**config.mk**
```make
export PLATFORM = sky130hd
export DESIGN_NAME = lfsr_run_ctrl
export DESIGN_NICKNAME = d
export VERILOG_FILES = /design/src/rtl/lfsr_run_ctrl.sv
export SDC_FILE = /design/constraint.sdc
export NUM_CORES = 1
export LEC_CHECK = 0
export BUFFER_PORTS_ARGS = -buffer_cell sky130_fd_sc_hd__buf_2
export CAP_MARGIN = 20
export CORE_UTILIZATION = 51
export DETAILED_ROUTE_END_ITERATION = 8
export PLACE_DENSITY_LB_ADDON = 0.08
export SYNTH_ARGS = -nofsm -noshare
export SYNTH_HDL_FRONTEND = slang
export SYNTH_SLANG_ARGS = --single-unit
```
**constraint.sdc**
```tcl
create_clock -name clk -period 4.7 [get_ports clk]
set_input_delay 0 -clock clk [delete_from_list [all_inputs] [get_ports clk]]
set_output_delay 0 -clock clk [all_outputs]
set_load 0.01 [all_outputs]
```
**src/rtl/lfsr_run_ctrl.sv**
```systemverilog
// lfsr_run_ctrl: sequences a 5-bit Fibonacci LFSR core through a single run of a requested length.
// Ports:
//   clk, nrst           clock (rising edge) and asynchronous active-low reset
//   start, abort        run request (sampled in IDLE) and run cancel (LOAD/RUN)
//   seed_in, len_in     requested seed (0 selects SEED_DEF) and number of output bits
//   sel_in              requested output bit, clamped to WIDTH-1
//   lfsr_state          current contents of the LFSR core
//   lfsr_load/seed/en   core load strobe, seed value and step enable
//   mux_sel, bit_valid  output bit select and qualifier for the muxed bit
//   busy, done          run in progress (LOAD/RUN) and one-cycle completion pulse
//   period_found/out    seed recurrence flag and measured period
//   lockup_err          all-zero state was observed during the run
module lfsr_run_ctrl #(
    parameter int               WIDTH    = 5,
    parameter int               CNT_W    = 16,
    parameter int               SEL_W    = 3,
    parameter logic [WIDTH-1:0] SEED_DEF = WIDTH'(1)
) (
    input  logic             clk,
    input  logic             nrst,
    input  logic             start,
    input  logic             abort,
    input  logic [WIDTH-1:0] seed_in,
    input  logic [CNT_W-1:0] len_in,
    input  logic [SEL_W-1:0] sel_in,
    input  logic [WIDTH-1:0] lfsr_state,
    output logic             lfsr_load,
    output logic [WIDTH-1:0] lfsr_seed,
    output logic             lfsr_en,
    output logic [SEL_W-1:0] mux_sel,
    output logic             bit_valid,
    output logic             busy,
    output logic             done,
    output logic             period_found,
    output logic [CNT_W-1:0] period_out,
    output logic             lockup_err
);
    typedef enum logic [1:0] {IDLE, LOAD, RUN, DONE} state_t;
    localparam logic [SEL_W-1:0] SEL_MAX = SEL_W'(WIDTH - 1);
    state_t           state_q, state_d;
    logic [WIDTH-1:0] seed_q, seed_d;
    logic [CNT_W-1:0] len_q, len_d, k_q, k_d, period_q, period_d;
    logic [SEL_W-1:0] sel_q, sel_d;
    logic             pf_q, pf_d, lockup_q, lockup_d, lock;
    always_comb begin
        lock     = lfsr_state == '0;
        state_d  = state_q;
        seed_d   = seed_q;
        len_d    = len_q;
        sel_d    = sel_q;
        k_d      = k_q;
        pf_d     = pf_q;
        period_d = period_q;
        lockup_d = lockup_q;
        case (state_q)
            IDLE: if (start) begin
                seed_d   = (seed_in == '0) ? SEED_DEF : seed_in;
                len_d    = len_in;
                sel_d    = (sel_in > SEL_MAX) ? SEL_MAX : sel_in;
                k_d      = '0;
                pf_d     = 1'b0;
                period_d = '0;
                lockup_d = 1'b0;
                state_d  = (len_in == '0) ? DONE : LOAD;
            end
            LOAD: state_d = abort ? DONE : RUN;
            RUN: begin
                k_d      = (k_q == '1) ? k_q : k_q + 1'b1;
                lockup_d = lockup_q | lock;
                // k==0 always sees the seed itself, so only later recurrences count
                if (!pf_q && k_q != '0 && lfsr_state == seed_q) begin
                    pf_d     = 1'b1;
                    period_d = k_q;
                end
                if (abort || lock || k_q == len_q - 1'b1) state_d = DONE;
            end
            default: state_d = IDLE;
        endcase
    end
    always_ff @(posedge clk or negedge nrst) begin
        if (!nrst) begin
            state_q  <= IDLE;
            seed_q   <= SEED_DEF;
            len_q    <= '0;
            sel_q    <= '0;
            k_q      <= '0;
            pf_q     <= 1'b0;
            period_q <= '0;
            lockup_q <= 1'b0;
        end else begin
            state_q  <= state_d;
            seed_q   <= seed_d;
            len_q    <= len_d;
            sel_q    <= sel_d;
            k_q      <= k_d;
            pf_q     <= pf_d;
            period_q <= period_d;
            lockup_q <= lockup_d;
        end
    end
    // abort and lock-up must stop the core in the very cycle they are seen
    assign lfsr_en      = state_q == RUN && !abort && !lock;
    assign bit_valid    = lfsr_en;
    assign lfsr_load    = state_q == LOAD;
    assign lfsr_seed    = seed_q;
    assign mux_sel      = sel_q;
    assign busy         = state_q == LOAD || state_q == RUN;
    assign done         = state_q == DONE;
    assign period_found = pf_q;
    assign period_out   = period_q;
    assign lockup_err   = lockup_q;
endmodule

```
==> results.sh <==
export IMPL_synth_async_reset_ratio_pct=100
export IMPL_synth_seq_cells=60
export IMPL_p_leak_nw=2.00
export IMPL_cts_repair_resized=0
export IMPL_cts_tree="done"
export IMPL_netlist_area_um2=3330
export IMPL_worst_clock_skew_ns=0.00722
export IMPL_dpl_cell_area_um2=3680
export IMPL_max_slew_worst_pin_slew_ns=0.975
export IMPL_hpwlAfterDp_mm=5.42
export IMPL_final_nets=448
export IMPL_post_place_cells=448
export IMPL_syn_instance_count=322
export IMPL_io_buffers=63
export IMPL_cp_end_kind="register"
export IMPL_peakVddDrop_mv=0.421
export IMPL_grt_usage_pct=24.6
export IMPL_netlist_area_leader_share_pct=44.3
export IMPL_clockRootBuffer="clkbuf_8"
export IMPL_final_antenna_net_count=0
export IMPL_avgSynthCellArea_um2=10.3
export IMPL_start_kind="register"
export IMPL_vias=2717
export IMPL_wl_per_cell_um=15.9
export IMPL_slew_viol_final=0
export IMPL_clock_latency_ns=0.34
export IMPL_ys_warn_count=0
export IMPL_numCtsBuffers=9
export IMPL_path_class="register to register"
export IMPL_drt_total_wl_mm=7.81
export IMPL_grt_pass1_vias=2743
export IMPL_gp_congestion=0.820
export IMPL_core_region_area_um2=6310
export IMPL_min_period_over_period_pct=55.0
export IMPL_crit_path_max_fanout=5
export IMPL_critical_path_arrival_ns=2.81
export IMPL_fin_area_um2=4190
export IMPL_utilization_pct=66.4
export IMPL_yosysUniqueCellTypes=50
export IMPL_synth_edf_count=0
export IMPL_timing_hold_ws_ns=0.0581
export IMPL_std_cell_rows=29
export IMPL_die_h_um=82.8
export IMPL_clk_pin_slew_worst_paths_ns=0.07
export IMPL_fin_tns_setup_ns=0
export IMPL_cts_hold_buf=25
export IMPL_die_x_um=82.8
export IMPL_first_pass_iters=4
export IMPL_die_area_um2=6860
export IMPL_p_per_area_nw_per_um2=536
export IMPL_rsz0062_at_grt="false"
export IMPL_grt_max_degree=61
export IMPL_hold_viol=0
export IMPL_synth_area_leaders="dfrtp_1 44%, mux2_2 7.4%, xor2_1 6.0%"
export IMPL_max_cap_viol_count=0
export IMPL_initial_utilization_pct=52.8
export IMPL_vias_per_cell=5.54
export IMPL_yosysSeqAreaShare_pct=45.1
export IMPL_first_iter_violations=94
export IMPL_grt_pass1_wl_mm=13.2
export IMPL_setup_viol=0
export IMPL_drc=0
export IMPL_areaGrowthSynthToFinish_pct=25.8
export IMPL_h_tree_depth=3
export IMPL_postCtsSetupRepairBufs=0
export IMPL_cts_sinks=60
export IMPL_required_ns=4.92
export IMPL_io_pins=64
export IMPL_antenna_found_initial=0
export IMPL_synth_ff_type="dfrtp_1"
export IMPL_status="finished clean"
export IMPL_synth_net_count=362
export IMPL_instances_no_fill=490
export IMPL_min_path_type="primary input to register"
export IMPL_antenna_cells=0
export IMPL_layout_drive_gt1_share_pct=28.8
export IMPL_relSlewSlack_pct=34.7
export IMPL_fmax_ghz=0.387
export IMPL_clock_path_buffers=2
export IMPL_synth_top_area_cell="dfrtp_1"
export IMPL_overflow=0
export IMPL_min_period_ns=2.59
==> path summary, 6_finish.rpt <==
kind,cells after the start,end,slack (ns),startpoint
worst min register to register,2,mux_sel[1]$_DFFE_PN0P_,0.48,mux_sel[1]$_DFFE_PN0P_
worst max-delay path,8,state_q[1]$_DFFE_PN0P_,2.11,len_q[0]$_DFFE_PN0P_
worst min-delay path,6,lockup_err$_DFFE_PN0P_,0.06,lfsr_state[4]
min in group asynchronous,3,period_out[5]$_DFFE_PN0P_,0.34,nrst
worst max register to register,8,state_q[1]$_DFFE_PN0P_,2.11,len_q[0]$_DFFE_PN0P_
max in group asynchronous,3,len_q[8]$_DFFE_PN0P_,3.87,nrst
==> cells in the mapped netlist, drive strengths merged (5+ instances only) <==
library cell	n
a21oi	5
a22o	16
and3	8
buf	8
clkbuf	9
dfrtp	59
ha	7
inv	11
mux2	22
nand2	19
nand2b	7
nand3	11
nand4	9
nor2	30
nor3	9
nor4	13
o21ai	5
xnor2	13
xor2	23
==> kinds of logic (layout without fill, tap and decap cells) <==
| logic type | count (synthesis) | in the layout | share of synthesized area, % |
|---|---|---|---|
| AND/OR/NAND/NOR | 121 | 121 | 20.4 |
| multiplexers | 26 | 26 | 8.64 |
| adder cells (fa/ha/maj) | 7 | 7 | 2.63 |
| flip-flops | 60 | 60 | 45.1 |
| AO/OA/AOI/OAI | 44 | 44 | 10.0 |
| XOR/XNOR | 36 | 36 | 9.47 |
| buffers and inverters | 28 | 119 | 3.72 |
==> routing by layer <==
| layer | track usage, % | vias up | share of wire, % | wire, um |
|---|---|---|---|---|
| met3 | 4.67 | 15 | 3.9 | 307 |
| met1 | 30.0 | 1318 | 44 | 3410 |
| met4 | 12.5 | 0 | 2.5 | 197 |
| met2 | 41.6 | 63 | 50 | 3900 |
| li1 | - | 1321 | - | - |
| met5 | 0 | - | 0 | 0 |
==> registers in the layout, indices dropped and copies added, names as in the netlist <==
signal        count
period_out       16
mux_sel           3
k_q              16
lfsr_seed         5
lockup_err        1
period_found      1
len_q            16
state_q           2
==> critical path, stage by stage (launching register included) <==
cell and delay (ns):
dfrtp_1 0.42, inv_1 0.08, ha_1 0.19, or4b_4 0.51, or3_4 0.37, mux2i_1 0.13
a211oi_1 0.29, and4b_1 0.25, o211a_1 0.23
==> power by group <==
part | internal, mW | switching [mW] | total, mW
combinational | 0.402 | 0.428 | 0.830
sequential | 0.651 | 0.184 | 0.835
clock | 0.381 | 0.199 | 0.579
==> stage by stage <==
stage	setup WS, ns	power, mW
global route	1.96	2.39
floorplan	2.30	1.42
detailed placement	1.83	1.64
finish	2.11	2.24
CTS	1.72	2.25
global placement	1.98	1.62
==> layout make-up <==
cell class	count	area, um^2
clock buffers	12	155
clock inverters	4	95.1
fillers	518	2120
inverters	11	41.3
multi-input cells	234	1700
flip-flops and latches	60	1500
well taps	77	96.3
repair buffers	92	596
==> placed cells by master, fill, tap and decap left out, types with 13 or more instances in the layout <==
cell type,n
dfrtp_1,59
nand2_1,19
buf_2,63
xor2_1,23
xnor2_1,13
nor2_1,30
mux2_2,22
dlygate4sd3_1,25
a22o_1,16
Power figures use the tool's default switching activity.
